$ cat src/rtl/note_sequencer.sv
// Note sequencer: plays a programmed table of {frequency, waveform, duration}
// entries by driving the tone generator's frequency and waveform-select inputs.
module note_sequencer #(
    parameter int depth_p     = 16,
    parameter int clk_freq_p  = 12_000_000,
    parameter int tick_hz_p   = 1000,
    parameter int dur_width_p = 16,
    parameter int gap_ticks_p = 1
) (
    input  logic                       clk_i,
    input  logic                       reset_ni,
    input  logic                       wr_v_i,
    input  logic [$clog2(depth_p)-1:0] wr_addr_i,
    input  logic [15:0]                wr_freq_i,
    input  logic [3:0]                 wr_wave_i,
    input  logic [dur_width_p-1:0]     wr_dur_i,
    output logic                       wr_ready_o,
    input  logic                       start_i,
    input  logic                       stop_i,
    input  logic                       loop_i,
    input  logic [$clog2(depth_p):0]   len_i,
    output logic [15:0]                freq_o,
    output logic [3:0]                 sw_o,
    output logic                       gate_o,
    output logic                       busy_o,
    output logic [$clog2(depth_p)-1:0] note_idx_o,
    output logic                       done_o
);

    localparam int idx_w        = $clog2(depth_p);
    localparam int len_w        = idx_w + 1;
    localparam int cyc_per_tick = clk_freq_p / tick_hz_p;
    localparam int presc_w      = (cyc_per_tick > 1) ? $clog2(cyc_per_tick) : 1;
    localparam int gap_w        = $clog2(gap_ticks_p + 1);
    localparam int cnt_w        = (dur_width_p > gap_w) ? dur_width_p : gap_w;

    typedef enum logic [1:0] {IDLE, FETCH, PLAY, GAP} state_t;

    state_t               state_q, state_d;
    logic [idx_w-1:0]     idx_q, idx_d;
    logic [len_w-1:0]     len_q, len_d;
    logic                 loop_q, loop_d;
    logic [cnt_w-1:0]     cnt_q, cnt_d;
    logic [presc_w-1:0]   presc_q, presc_d;
    logic [15:0]          freq_q, freq_d;
    logic [3:0]           sw_q, sw_d;
    logic                 gate_q, gate_d;
    logic [idx_w-1:0]     nidx_q, nidx_d;
    logic                 done_q, done_d;

    logic [15:0]            freq_mem [depth_p];
    logic [3:0]             wave_mem [depth_p];
    logic [dur_width_p-1:0] dur_mem  [depth_p];

    logic [15:0]            fetch_freq;
    logic [3:0]             fetch_wave;
    logic [dur_width_p-1:0] fetch_dur;
    logic                   tick;
    logic                   advance;
    logic                   to_idle;

    // NOTE: the note table deliberately has no reset; it holds no control
    // state, so it can map onto plain storage without a reset net.
    always_ff @(posedge clk_i) begin
        if (wr_v_i && state_q == IDLE) begin
            freq_mem[wr_addr_i] <= wr_freq_i;
            wave_mem[wr_addr_i] <= wr_wave_i;
            dur_mem[wr_addr_i]  <= wr_dur_i;
        end
    end

    assign fetch_freq = freq_mem[idx_q];
    assign fetch_wave = wave_mem[idx_q];
    assign fetch_dur  = dur_mem[idx_q];

    // The prescaler only runs while timing a note or gap, so every tick lands
    // a whole number of tick periods after the state was entered.
    assign tick = (state_q == PLAY || state_q == GAP) &&
                  (presc_q == presc_w'(cyc_per_tick - 1));

    // NOTE: every variable gets a default before the case statement so no path
    // leaves one unassigned, which would otherwise infer a latch.
    always_comb begin
        state_d = state_q;
        idx_d   = idx_q;
        len_d   = len_q;
        loop_d  = loop_q;
        cnt_d   = cnt_q;
        presc_d = '0;
        freq_d  = freq_q;
        sw_d    = sw_q;
        gate_d  = gate_q;
        nidx_d  = nidx_q;
        done_d  = 1'b0;
        advance = 1'b0;
        to_idle = 1'b0;

        if (state_q == PLAY || state_q == GAP) begin
            presc_d = tick ? '0 : presc_q + 1'b1;
        end

        case (state_q)
            IDLE: begin
                if (start_i && !stop_i) begin
                    loop_d = loop_i;
                    idx_d  = '0;
                    len_d  = (len_i > len_w'(depth_p)) ? len_w'(depth_p) : len_i;
                    if (len_i == '0) begin
                        done_d = 1'b1;
                    end else begin
                        state_d = FETCH;
                    end
                end
            end
            FETCH: begin
                if (fetch_dur == '0) begin
                    advance = 1'b1;
                end else begin
                    state_d = PLAY;
                    cnt_d   = cnt_w'(fetch_dur);
                    freq_d  = fetch_freq;
                    nidx_d  = idx_q;
                    gate_d  = (fetch_freq != '0);
                    sw_d    = (fetch_freq != '0) ? fetch_wave : 4'b0000;
                end
            end
            PLAY: begin
                if (tick) begin
                    if (cnt_q == cnt_w'(1)) begin
                        if (gap_ticks_p > 0) begin
                            state_d = GAP;
                            cnt_d   = cnt_w'(gap_ticks_p);
                            sw_d    = 4'b0000;
                            gate_d  = 1'b0;
                        end else begin
                            advance = 1'b1;
                        end
                    end else begin
                        cnt_d = cnt_q - 1'b1;
                    end
                end
            end
            GAP: begin
                if (tick) begin
                    if (cnt_q == cnt_w'(1)) begin
                        advance = 1'b1;
                    end else begin
                        cnt_d = cnt_q - 1'b1;
                    end
                end
            end
            default: state_d = IDLE;
        endcase

        if (advance) begin
            if ((len_w'(idx_q) + len_w'(1)) < len_q) begin
                idx_d   = idx_q + 1'b1;
                state_d = FETCH;
            end else if (loop_q) begin
                idx_d   = '0;
                state_d = FETCH;
            end else begin
                to_idle = 1'b1;
                done_d  = 1'b1;
            end
        end

        // Abort outranks both a pending expiry and a natural end of sequence.
        if (stop_i && state_q != IDLE) begin
            to_idle = 1'b1;
            done_d  = 1'b0;
        end

        if (to_idle) begin
            state_d = IDLE;
            idx_d   = '0;
            freq_d  = '0;
            sw_d    = 4'b0000;
            gate_d  = 1'b0;
            nidx_d  = '0;
            presc_d = '0;
        end
    end

    always_ff @(posedge clk_i or negedge reset_ni) begin
        if (!reset_ni) begin
            state_q <= IDLE;
            idx_q   <= '0;
            len_q   <= '0;
            loop_q  <= 1'b0;
            cnt_q   <= '0;
            presc_q <= '0;
            freq_q  <= '0;
            sw_q    <= 4'b0000;
            gate_q  <= 1'b0;
            nidx_q  <= '0;
            done_q  <= 1'b0;
        end else begin
            state_q <= state_d;
            idx_q   <= idx_d;
            len_q   <= len_d;
            loop_q  <= loop_d;
            cnt_q   <= cnt_d;
            presc_q <= presc_d;
            freq_q  <= freq_d;
            sw_q    <= sw_d;
            gate_q  <= gate_d;
            nidx_q  <= nidx_d;
            done_q  <= done_d;
        end
    end

    assign busy_o     = (state_q != IDLE);
    assign wr_ready_o = (state_q == IDLE);
    assign freq_o     = freq_q;
    assign sw_o       = sw_q;
    assign gate_o     = gate_q;
    assign note_idx_o = nidx_q;
    assign done_o     = done_q;

endmodule

$ cat config.mk
export PLATFORM = sky130hd
export DESIGN_NAME = note_sequencer
export DESIGN_NICKNAME = d
export VERILOG_FILES = /design/src/rtl/note_sequencer.sv
export SDC_FILE = /design/constraint.sdc
export NUM_CORES = 1
export LEC_CHECK = 0
export ABC_CLOCK_PERIOD_IN_PS = 4200
export CAP_MARGIN = 10
export CORE_ASPECT_RATIO = 0.9
export CORE_MARGIN = 1.5
export CORE_UTILIZATION = 57
export CTS_BUF_LIST = sky130_fd_sc_hd__clkbuf_4
export DETAILED_ROUTE_END_ITERATION = 10
export PLACE_DENSITY = 0.82
export SLEW_MARGIN = 10
export SYNTH_ARGS = -nofsm -noshare
export SYNTH_HDL_FRONTEND = slang
export SYNTH_SLANG_ARGS = --single-unit
$ cat constraint.sdc
create_clock -name clk_i -period 4.2 [get_ports clk_i]
set_input_delay 1.05 -clock clk_i [delete_from_list [all_inputs] [get_ports clk_i]]
set_output_delay 1.05 -clock clk_i [all_outputs]
set_load 0.03 [all_outputs]
==> reports/qor.yml <==
status:
  status: "finished, final reports clean"
layout:
  layout-drive-gt1-share_pct: 27.3
  fin_util_pct: 66.6
  syn2layout_area_growth_pct: 14.8
  fin_cells: 2301
  fillCellCount: 2815
  fin_area_um2: 29500
  fin_nets: 1660
clock_tree:
  cts_root_buf: "clkbuf_4"
  htree_levels: 4
  clkLatencyLatePin_ps: 890
  cts_setup_buffers: 0
  cts_buffer_depth: 3
  hold_buffers: 0
  cts_resized: 0
  cts_tree: "done"
  clkSlewWorstSetupHoldPaths_ps: 70
  cts_buffers: 156
  cts_sinks: 644
drt:
  dr.pass1.iters: 6
  vias: 14600
  ant_nets: 0
  drt_wl_total_um: 60300
  drt_iter0_drc: 1826
  drc: 0
  via_per_inst: 6.34
  wl_per_cell_um: 26.2
global_routing:
  grt_pass1_vias: 14800
  antenna_found_initial: 3
  grt_usage_pct: 27.0
  overflow: 0
  grt_start_max_net_pins: 86
  grt_pass1_wl_um: 90000
floorplanning:
  fp.dieH_um: 204
  num_io_pins: 79
  die_w_um: 227
  dieArea_um2: 46400
  core_um2: 44300
  rows: 73
  start_util_pct: 58.0
place:
  place_hpwl_um: 32600
  portBuffers: 78
  place_congestion: 0.905
  place_inst: 2043
  placed_area_um2: 27600
  post-place-ws_ps: 381
yosys:
  synth_warnings: 0
  syn_inst: 1396
  synth_edf_count: 576
  yosysMostFrequentCell: "edfxtp_1"
  synthArstFlopShare_pct: 10.6
  ys_seq_area_share_pct: 73.9
  synth_area_leaders: "edfxtp_1 67%, mux4_2 12%, dfrtp_1 6.6%"
  synth_area_per_cell_um2: 18.4
  synth_flop_cell: "edfxtp_1"
  yosysTopAreaCell: "edfxtp_1"
  syn_area_um2: 25700
  ys_ff_latch: 644
  synth_cell_types: 61
  mappedNetlistNets: 1455
  synth_common_cells: "576 x edfxtp_1, 141 x mux4_2, 122 x nand2_1"
  yosys.area.top_type_share_pct: 67.3
sta:
  hold_slack_ps: 213
  period_minus_slack_ps: 3960
  fmax_mhz: 252
  fin_crit_sh_pct: 94.3
  finalHoldViolations: 0
  setup_ws_ps: 238
  setup_viol: 0
  tightest_slew_ps: 1240
  grt_setup_unrepaired: "false"
  fin_setup_tns_ps: 0
  slew_violations: 0
  skew_ps: 65.6
  relSlewSlack_pct: 17.6
worst_setup_path:
  arrival_ps: 2910
  path_delay_family: "buffers and inverters"
  slowest_delay_ps: 690
  start_kind: "flop"
  worstPathMaxFanout: 26
  crit_slowest_cell: "dfrtp_1"
  crit_required_ps: 3150
  endpoint_kind: "output pin"
  cp_cell_sequence: "or2_2, inv_1, clkdlybuf4s50_1"
  worst-path-buf-inv: 2
  critPathKind: "reg2out"
power:
  power.density_nw_per_um2: 454
  leakage_nw: 9.63
  power.total_mw: 13.4
  vdd_ir_drop_max_mv: 0.284
flow_run:
  max_cap_violations: 0
min_path:
  hold_class: "in2async"
-- cells by family (layout without fill, tap and decap cells) --
logic type / after synthesis / after routing / share of synthesized area [%]
mux: 168 / 168 / 13.4
simple gates: 299 / 299 / 5.43
fa+ha+maj: 8 / 8 / 0.390
compound gates: 173 / 173 / 4.63
other cells: 0 / 3 / 0
buf+inv: 90 / 392 / 1.70
flops: 644 / 644 / 73.9
xor+xnor: 14 / 14 / 0.477
-- registers in the layout (all words and copies together), names as in the netlist --
name        cells
dur_mem       256
state_q         2
idx_q           4
cnt_q          16
presc_q        14
len_q           5
wave_mem       64
note_idx_o      4
freq_o         16
gate_o          1
done_o          1
loop_q          1
sw_o            4
freq_mem      256
-- per-layer routing --
layer	up-vias	global-route usage [%]	routed length, um
met5	-	0	0
met1	7320	37.4	23100
met4	0	9.69	1460
met2	945	42.0	29100
li1	6180	-	-
met3	132	6.96	6600
-- power breakdown --
part / switching (mW) / internal, mW
Clock: 2.40 / 2.69
Combinational: 0.588 / 0.345
Sequential: 0.171 / 7.20
-- path summary, 6_finish.rpt --
check	start	endpoint	slack (ps)	cells past startpoint
max	state_q[1]$_DFF_PN0_	wr_ready_o	240	3
min	reset_ni	sw_o[1]$_DFFE_PN0P_	210	1
max reg2reg	idx_q[0]$_DFF_PN0_	freq_o[0]$_DFFE_PN0P_	260	10
min reg2reg	presc_q[0]$_DFF_PN0_	presc_q[0]$_DFF_PN0_	500	1
max in group asynchronous	reset_ni	idx_q[1]$_DFF_PN0_	3180	2
min in group clk_i	presc_q[0]$_DFF_PN0_	presc_q[0]$_DFF_PN0_	500	1
-- worst register-to-register path: cells and delay by family (launching register included) --
family                 cells  cell delay, ps
AO/OA/AOI/OAI              3            1000
buffers and inverters      2             670
flip-flops                 1             750
multiplexers               1             550
AND/OR/NAND/NOR            4             900
-- cells in the final DEF, fill, tap and decap left out, types with 13 or more instances in the layout --
cell	instances
dfrtp_1	65
o21ai_0	29
nand3_1	40
edfxtp_1	576
mux4_2	141
mux2i_1	23
clkbuf_4	223
buf_12	18
inv_1	15
nor2_1	46
nand2_1	122
o221ai_1	18
buf_4	26
a22oi_1	37
nand4_1	13
a21oi_1	39
clkdlybuf4s50_1	77
-- area by class of cell --
type | count | area (um^2) | area share (%)
clock inverters | 32 | 275 | 0.933
inverters | 16 | 60.1 | 0.204
well taps | 600 | 751 | 2.54
multi-input cells | 662 | 6410 | 21.7
clock buffers | 223 | 1670 | 5.67
repair buffers | 121 | 1330 | 4.49
flip-flops and latches | 644 | 19000 | 64.4
diodes | 3 | 7.51 | 0.0254
No activity file was read; power rests on OpenSTA's default activity.
